File: config.mk
export PLATFORM = sky130hd
export DESIGN_NAME = conv_result_buffer
export DESIGN_NICKNAME = d
export VERILOG_FILES = /design/src/rtl/conv_result_buffer_pkg.sv /design/src/rtl/conv_result_buffer_ram.sv /design/src/rtl/conv_result_buffer.sv
export SDC_FILE = /design/constraint.sdc
export NUM_CORES = 2
export LEC_CHECK = 0
export ABC_AREA = 1
export CAP_MARGIN = 25
export CORE_MARGIN = 1
export CORE_UTILIZATION = 25
export CTS_CLUSTER_SIZE = 28
export DETAILED_ROUTE_END_ITERATION = 12
export SKIP_CTS_REPAIR_TIMING = 1
export SYNTH_ARGS = -nofsm -noshare
export SYNTH_HDL_FRONTEND = slang
export SYNTH_SLANG_ARGS = --single-unit
File: constraint.sdc
create_clock -name clk -period 2.7 [get_ports clk]
set_input_delay 0.54 -clock clk [delete_from_list [all_inputs] [get_ports clk]]
set_output_delay 0.54 -clock clk [all_outputs]
set_load 0.05 [all_outputs]
File: src/rtl/conv_result_buffer_pkg.sv
// Shared constants for the convolution result buffer: map geometry, widths
// and the state encodings used by the control FSM.
package conv_result_buffer_pkg;

    localparam int ROWS_DEF = 8;
    localparam int COLS_DEF = 10;
    localparam int N_DEF    = ROWS_DEF * COLS_DEF;

    localparam int DATA_W = 16;
    localparam int ADDR_W = 7;
    localparam int ROW_W  = 3;
    localparam int COL_W  = 4;

    localparam logic [1:0] ST_IDLE  = 2'd0;
    localparam logic [1:0] ST_FILL  = 2'd1;
    localparam logic [1:0] ST_FULL  = 2'd2;
    localparam logic [1:0] ST_DRAIN = 2'd3;

    typedef logic [DATA_W-1:0] word_t;

endpackage

File: src/rtl/conv_result_buffer_ram.sv
// Result storage: one write port and one registered read port; the read
// address is supplied a cycle early by the control logic.
module result_ram
    import conv_result_buffer_pkg::*;
#(
    parameter int DEPTH = N_DEF,
    parameter int AW    = ADDR_W
) (
    input  logic          clk_i,
    input  logic          we_i,
    input  logic [AW-1:0] waddr_i,
    input  word_t         wdata_i,
    input  logic [AW-1:0] raddr_i,
    output word_t         rdata_o
);

    word_t mem [DEPTH];
    word_t rdata_q;

    always_ff @(posedge clk_i) begin
        if (we_i) begin
            mem[waddr_i] <= wdata_i;
        end
        rdata_q <= mem[raddr_i];
    end

    assign rdata_o = rdata_q;

endmodule

File: src/rtl/conv_result_buffer.sv
// Captures one convolution output map, tracks its signed maximum, and replays
// it on a valid/ready stream with row/column tags.
module conv_result_buffer
    import conv_result_buffer_pkg::*;
#(
    parameter int ROWS = ROWS_DEF,
    parameter int COLS = COLS_DEF
) (
    input  logic              clk,
    input  logic              rst_n,
    input  logic [DATA_W-1:0] in_data,
    input  logic              in_valid,
    input  logic              in_done,
    input  logic              clear,
    input  logic              rd_start,
    output logic [DATA_W-1:0] out_data,
    output logic [ROW_W-1:0]  out_row,
    output logic [COL_W-1:0]  out_col,
    output logic              out_valid,
    input  logic              out_ready,
    output logic              out_last,
    output logic              buf_full,
    output logic              busy,
    output logic [DATA_W-1:0] max_val,
    output logic [ADDR_W-1:0] count,
    output logic              ovf_err,
    output logic              short_err
);

    localparam int              N        = ROWS * COLS;
    localparam logic [ADDR_W-1:0] N_CNT    = ADDR_W'(N);
    localparam logic [COL_W-1:0]  COL_LAST = COL_W'(COLS - 1);

    logic [1:0]        state_q, state_d;
    logic [ADDR_W-1:0] count_q, count_d;
    word_t             maxVal_q, maxVal_d;
    logic              ovfErr_q, ovfErr_d;
    logic              shortErr_q, shortErr_d;
    logic              outValid_q, outValid_d;
    logic [ADDR_W-1:0] rdIdx_q, rdIdx_d;
    logic [ROW_W-1:0]  row_q, row_d;
    logic [COL_W-1:0]  col_q, col_d;

    logic              ramWe;
    logic [ADDR_W-1:0] ramWaddr;
    logic [ADDR_W-1:0] ramRaddr;
    word_t             ramRdata;
    logic [ADDR_W-1:0] fillCnt;
    logic              accept;
    logic              isLast;

    assign accept = outValid_q && out_ready;
    assign isLast = (rdIdx_q == count_q - ADDR_W'(1));

    // The RAM read address runs one element ahead on acceptance so the next
    // word is already registered when it must be presented.
    always_comb begin
        state_d    = state_q;
        count_d    = count_q;
        maxVal_d   = maxVal_q;
        ovfErr_d   = ovfErr_q;
        shortErr_d = shortErr_q;
        outValid_d = outValid_q;
        rdIdx_d    = rdIdx_q;
        row_d      = row_q;
        col_d      = col_q;
        ramWe      = 1'b0;
        ramWaddr   = count_q;
        ramRaddr   = rdIdx_q;
        fillCnt    = count_q;

        if (clear) begin
            state_d    = ST_IDLE;
            count_d    = '0;
            maxVal_d   = '0;
            ovfErr_d   = 1'b0;
            shortErr_d = 1'b0;
            outValid_d = 1'b0;
            rdIdx_d    = '0;
            row_d      = '0;
            col_d      = '0;
        end else begin
            case (state_q)
                ST_IDLE: begin
                    if (in_valid) begin
                        ramWe    = 1'b1;
                        ramWaddr = '0;
                        count_d  = ADDR_W'(1);
                        maxVal_d = in_data;
                        state_d  = ST_FILL;
                    end
                end
                ST_FILL: begin
                    if (in_valid) begin
                        ramWe   = 1'b1;
                        fillCnt = count_q + ADDR_W'(1);
                        if ($signed(in_data) > $signed(maxVal_q)) begin
                            maxVal_d = in_data;
                        end
                    end
                    count_d = fillCnt;
                    // in_done is judged against the count after this cycle's write
                    if (fillCnt == N_CNT) begin
                        state_d = ST_FULL;
                    end else if (in_done) begin
                        state_d    = ST_FULL;
                        shortErr_d = 1'b1;
                    end
                end
                ST_FULL: begin
                    if (in_valid) begin
                        ovfErr_d = 1'b1;
                    end
                    if (rd_start) begin
                        state_d    = ST_DRAIN;
                        outValid_d = 1'b1;
                        rdIdx_d    = '0;
                        row_d      = '0;
                        col_d      = '0;
                        ramRaddr   = '0;
                    end
                end
                default: begin
                    if (in_valid) begin
                        ovfErr_d = 1'b1;
                    end
                    if (accept) begin
                        if (isLast) begin
                            state_d    = ST_FULL;
                            outValid_d = 1'b0;
                        end else begin
                            rdIdx_d  = rdIdx_q + ADDR_W'(1);
                            ramRaddr = rdIdx_q + ADDR_W'(1);
                            if (col_q == COL_LAST) begin
                                col_d = '0;
                                row_d = row_q + ROW_W'(1);
                            end else begin
                                col_d = col_q + COL_W'(1);
                            end
                        end
                    end
                end
            endcase
        end
    end

    always_ff @(posedge clk or negedge rst_n) begin
        if (!rst_n) begin
            state_q    <= ST_IDLE;
            count_q    <= '0;
            maxVal_q   <= '0;
            ovfErr_q   <= 1'b0;
            shortErr_q <= 1'b0;
            outValid_q <= 1'b0;
            rdIdx_q    <= '0;
            row_q      <= '0;
            col_q      <= '0;
        end else begin
            state_q    <= state_d;
            count_q    <= count_d;
            maxVal_q   <= maxVal_d;
            ovfErr_q   <= ovfErr_d;
            shortErr_q <= shortErr_d;
            outValid_q <= outValid_d;
            rdIdx_q    <= rdIdx_d;
            row_q      <= row_d;
            col_q      <= col_d;
        end
    end

    result_ram #(
        .DEPTH (N),
        .AW    (ADDR_W)
    ) u_ram (
        .clk_i   (clk),
        .we_i    (ramWe),
        .waddr_i (ramWaddr),
        .wdata_i (in_data),
        .raddr_i (ramRaddr),
        .rdata_o (ramRdata)
    );

    // The read register has no reset, so data is masked whenever nothing is presented.
    assign out_data  = outValid_q ? ramRdata : '0;
    assign out_row   = row_q;
    assign out_col   = col_q;
    assign out_valid = outValid_q;
    assign out_last  = outValid_q && isLast;
    assign buf_full  = (state_q == ST_FULL) || (state_q == ST_DRAIN);
    assign busy      = (state_q == ST_FILL) || (state_q == ST_DRAIN);
    assign max_val   = maxVal_q;
    assign count     = count_q;
    assign ovf_err   = ovfErr_q;
    assign short_err = shortErr_q;

endmodule
==> flow_summary.yaml <==
logic_synthesis:
  syn-num-nets: 5505
  syn_area_mm2: 0.05852
  ys.flop_type: "edfxtp_1"
  synth.yosys.seq_area_share_pct: 68.03
  async_flop_share_pct: 3.139
  postSynthCellCount: 5455
  synth_edf_count: 1280
  synth.distinct_cells: 43
  ys_seq_elements: 1338
  synth_area_per_cell_um2: 10.73
  yosysWarnings: 0
grt:
  grt_pass1_wl_mm: 279.6
  track_usage_pct: 16.02
  antenna_found_initial: 13
  grt-ovfl-total: 0
  grt_max_degree: 70
  grt_pass1_vias: 40680
placement:
  place_area_mm2: 0.06779
  place_ws_ps: -1294
  dp_cells: 8792
  dp_hpwl_mm: 125.0
  routabilityCongestion: 0.9190
  portBuffers: 74
flow_run:
  maxCapViolations: 0
layout:
  final_cell_area_mm2: 0.07497
  n_fill_cell: 23050
  drive_gt1_share_pct: 17.99
  syn_to_final_growth_pct: 28.12
  layout.cells.non_filler: 9137
  nNetsFinal: 6031
timing:
  hold_violations: 0
  skew_ps: 33.87
  max_slew_margin_pct: 29.79
  slew_viol_final: 0
  rsz0062_at_grt: "true"
  fin_crit_sh_pct: 124.0
  holdWs_ps: 108.9
  fin_ws_ps: -647.1
  fin_crit_ps: 3347
  fmax_mhz: 298.8
  final-setup-viol-count: 19
  tightestPinTransition_ps: 1053
setup_path:
  setup.worst_path.end_class: "register"
  start_kind: "register"
  cp_max_fo: 19
  worstPathArrival_ps: 4010
  cpMaxStageDelayCell: "dfrtp_2"
  worstPathCellList: "inv_2 > ha_4 > nand2_1 > nand2_1 > nor2_1 > nand3_1 > nor2_2 > nand2_4 > nand4_1 > nand3_4 > nand2_8 > buf_16 > buf_4 > clkbuf_16 > nand2_1 > nand3_1 > nand3_1 > nand3_1 > nand3_1 > nand3_4 > nand2_1 > nand2_1 > nand2_1"
  crit_type: "register to register"
  path_buf_inv: 4
  slowest_delay_ps: 400
  path_delay_family: "simple AND/OR/NAND/NOR gates"
  crit_required_ps: 3370
  cpMostUsedCell: "nand2_1"
clock_network:
  cts_root_buf: "clkbuf_16"
  cts_buffers: 144
  cts_sinks: 1338
  cts_tree: "built"
  h-tree-depth: 4
  insertion_delay_ps: 780
  clkSlewWorstSetupHoldPaths_ps: 60
  cts.path.max_buffers: 3
hold_path:
  hold_path.class: "primary input to register"
run_status:
  violations: "setup timing"
  outcome: "finished with violations"
floorplanning:
  ios: 75
  die_w_um: 485.8
  dieArea_mm2: 0.2360
  num_rows: 177
  start_util_pct: 25.17
  core_mm2: 0.2325
  dieHeight_um: 485.8
drt:
  ant_nets: 0
  drtPass1Iterations: 6
  wl_mm: 201.7
  vias_per_cell: 4.757
  drt_iter0_markers: 5343
  vias: 43460
  wl_per_cell_um: 22.07
  drc: 0
power_and_ir_drop:
  p_leak_nw: 29.52
  peakVddDrop_mv: 0.7126
  power.density_mw_per_mm2: 721.2
-- path summary, 6_finish.rpt --
path | from | cells past startpoint | slack, ps | to
worst min-delay path | in_data[0] | 1 | 110 | u_ram.mem[6][0]
worst max-delay path | count[1] | 23 | -650 | u_ram.rdata_o[8]
worst max register to register | count[1] | 23 | -650 | u_ram.rdata_o[8]
worst min register to register | short_err | 1 | 520 | short_err
min in group asynchronous | rst_n | 2 | 220 | max_val[1]
max in group asynchronous | rst_n | 4 | 1840 | max_val[11]
-- Yosys cell counts, drive strengths merged (6+ instances only) --
master / count / share of area (%)
inv: 901 / 5.8
clkbuf: 109 / 0.70
dfrtp: 42 / 1.8
o221ai: 64 / 0.96
a21oi: 18 / 0.18
nand3: 1129 / 9.7
o21ai: 163 / 1.4
buf: 202 / 1.8
nand3b: 160 / 2.1
nor2: 249 / 1.6
ha: 27 / 0.58
edfxtp: 1280 / 66
dfxtp: 16 / 0.55
o22ai: 6 / 0.064
nand2: 1058 / 6.8
-- worst register-to-register path: cells and delay by family, from the launching register on --
kind                     cells  cell delay [ps]
flip-flops                   1              400
AND/OR/NAND/NOR             18             2000
adder cells (fa/ha/maj)      1              210
buffers and inverters        4              640
-- placed cells by master, fill, tap and decap left out, types with 12 or more instances in the layout --
| cell type | synthesis | layout |
|---|---|---|
| inv_2 | 15 | 16 |
| inv_1 | 886 | 882 |
| buf_12 | 0 | 170 |
| nand2_2 | 4 | 26 |
| o221ai_1 | 64 | 55 |
| clkinv_1 | 1 | 26 |
| dfrtp_1 | 42 | 36 |
| a21oi_1 | 16 | 16 |
| o21ai_1 | 25 | 31 |
| o21ai_0 | 134 | 126 |
| buf_6 | 2 | 31 |
| clkinv_2 | 0 | 14 |
| nor2_2 | 1 | 13 |
| nand3_1 | 1127 | 985 |
| clkdlybuf4s50_1 | 0 | 28 |
| nand3b_1 | 160 | 160 |
| bufinv_16 | 0 | 12 |
| nand2_1 | 1054 | 1021 |
| nand3_4 | 0 | 15 |
| nor2_1 | 248 | 230 |
| nand3_2 | 2 | 129 |
| buf_16 | 0 | 12 |
| clkbuf_1 | 109 | 38 |
| buf_4 | 10 | 409 |
| ha_1 | 27 | 26 |
| dfxtp_1 | 16 | 16 |
| clkbuf_16 | 0 | 174 |
| edfxtp_1 | 1280 | 1280 |
-- area by class of cell --
class	instances	area (um^2)	share of cell area, %
Inverter	902	3393	4.526
Clock inverter	64	688.2	0.9179
Multi-Input combinational cell	2905	15070	20.10
Tap cell	3043	3807	5.078
Timing Repair Buffer	690	8252	11.01
Antenna cell	3	7.507	0.01001
Clock buffer	192	3940	5.255
Sequential cell	1338	39820	53.11
-- per-layer routing --
metal | share of wire, % | vias to the layer above | wire length (um) | track usage, %
li1 | - | 19500 | - | -
met3 | 8.7 | 415 | 17630 | 2.506
met1 | 40 | 21450 | 80630 | 21.28
met4 | 5.0 | 6 | 10080 | 7.011
met2 | 46 | 2087 | 93290 | 25.73
met5 | 0.012 | - | 24 | 0
-- metrics by stage --
step / setup TNS (ps) / utilization [%] / power [mW]
6_report: -9908 / 32.24 / 54.07
5_1_grt: -13400 / 32.24 / 55.77
4_1_cts: -16660 / 31.14 / 53.23
3_5_place_dp: -709710 / 29.15 / 33.72
3_3_place_gp: -661460 / 29.14 / 33.66
2_1_floorplan: -224620 / - / 28.83
-- registers in the layout, summed over array words and instances, names as in the netlist --
name / count
out_valid: 1
state_q: 2
out_col: 4
out_row: 3
count: 7
u_ram.mem: 1280
ovf_err: 1
u_ram.rdata_o: 16
max_val: 16
rdIdx_q: 7
short_err: 1
-- power by group --
part	leakage (nW)	internal (mW)	switching (mW)
logic	15.1	3.98	6.90
registers	12.2	23.1	0.437
clock network	2.25	11.4	8.25
-- cell families (layout without fill, tap and decap cells) --
logic type | after synthesis | in the layout | share of synthesized area (%)
AOI/OAI and AO/OA | 264 | 264 | 2.803
xor gates and xnor gates | 5 | 5 | 0.07483
adders and majority gates | 27 | 27 | 0.5773
buffers and inverters | 1213 | 1848 | 8.262
DFF | 1338 | 1338 | 68.03
muxes | 1 | 1 | 0.01711
other | 0 | 3 | 0
and+or+nand+nor | 2607 | 2608 | 20.24
(Power assumes the default switching activity.)
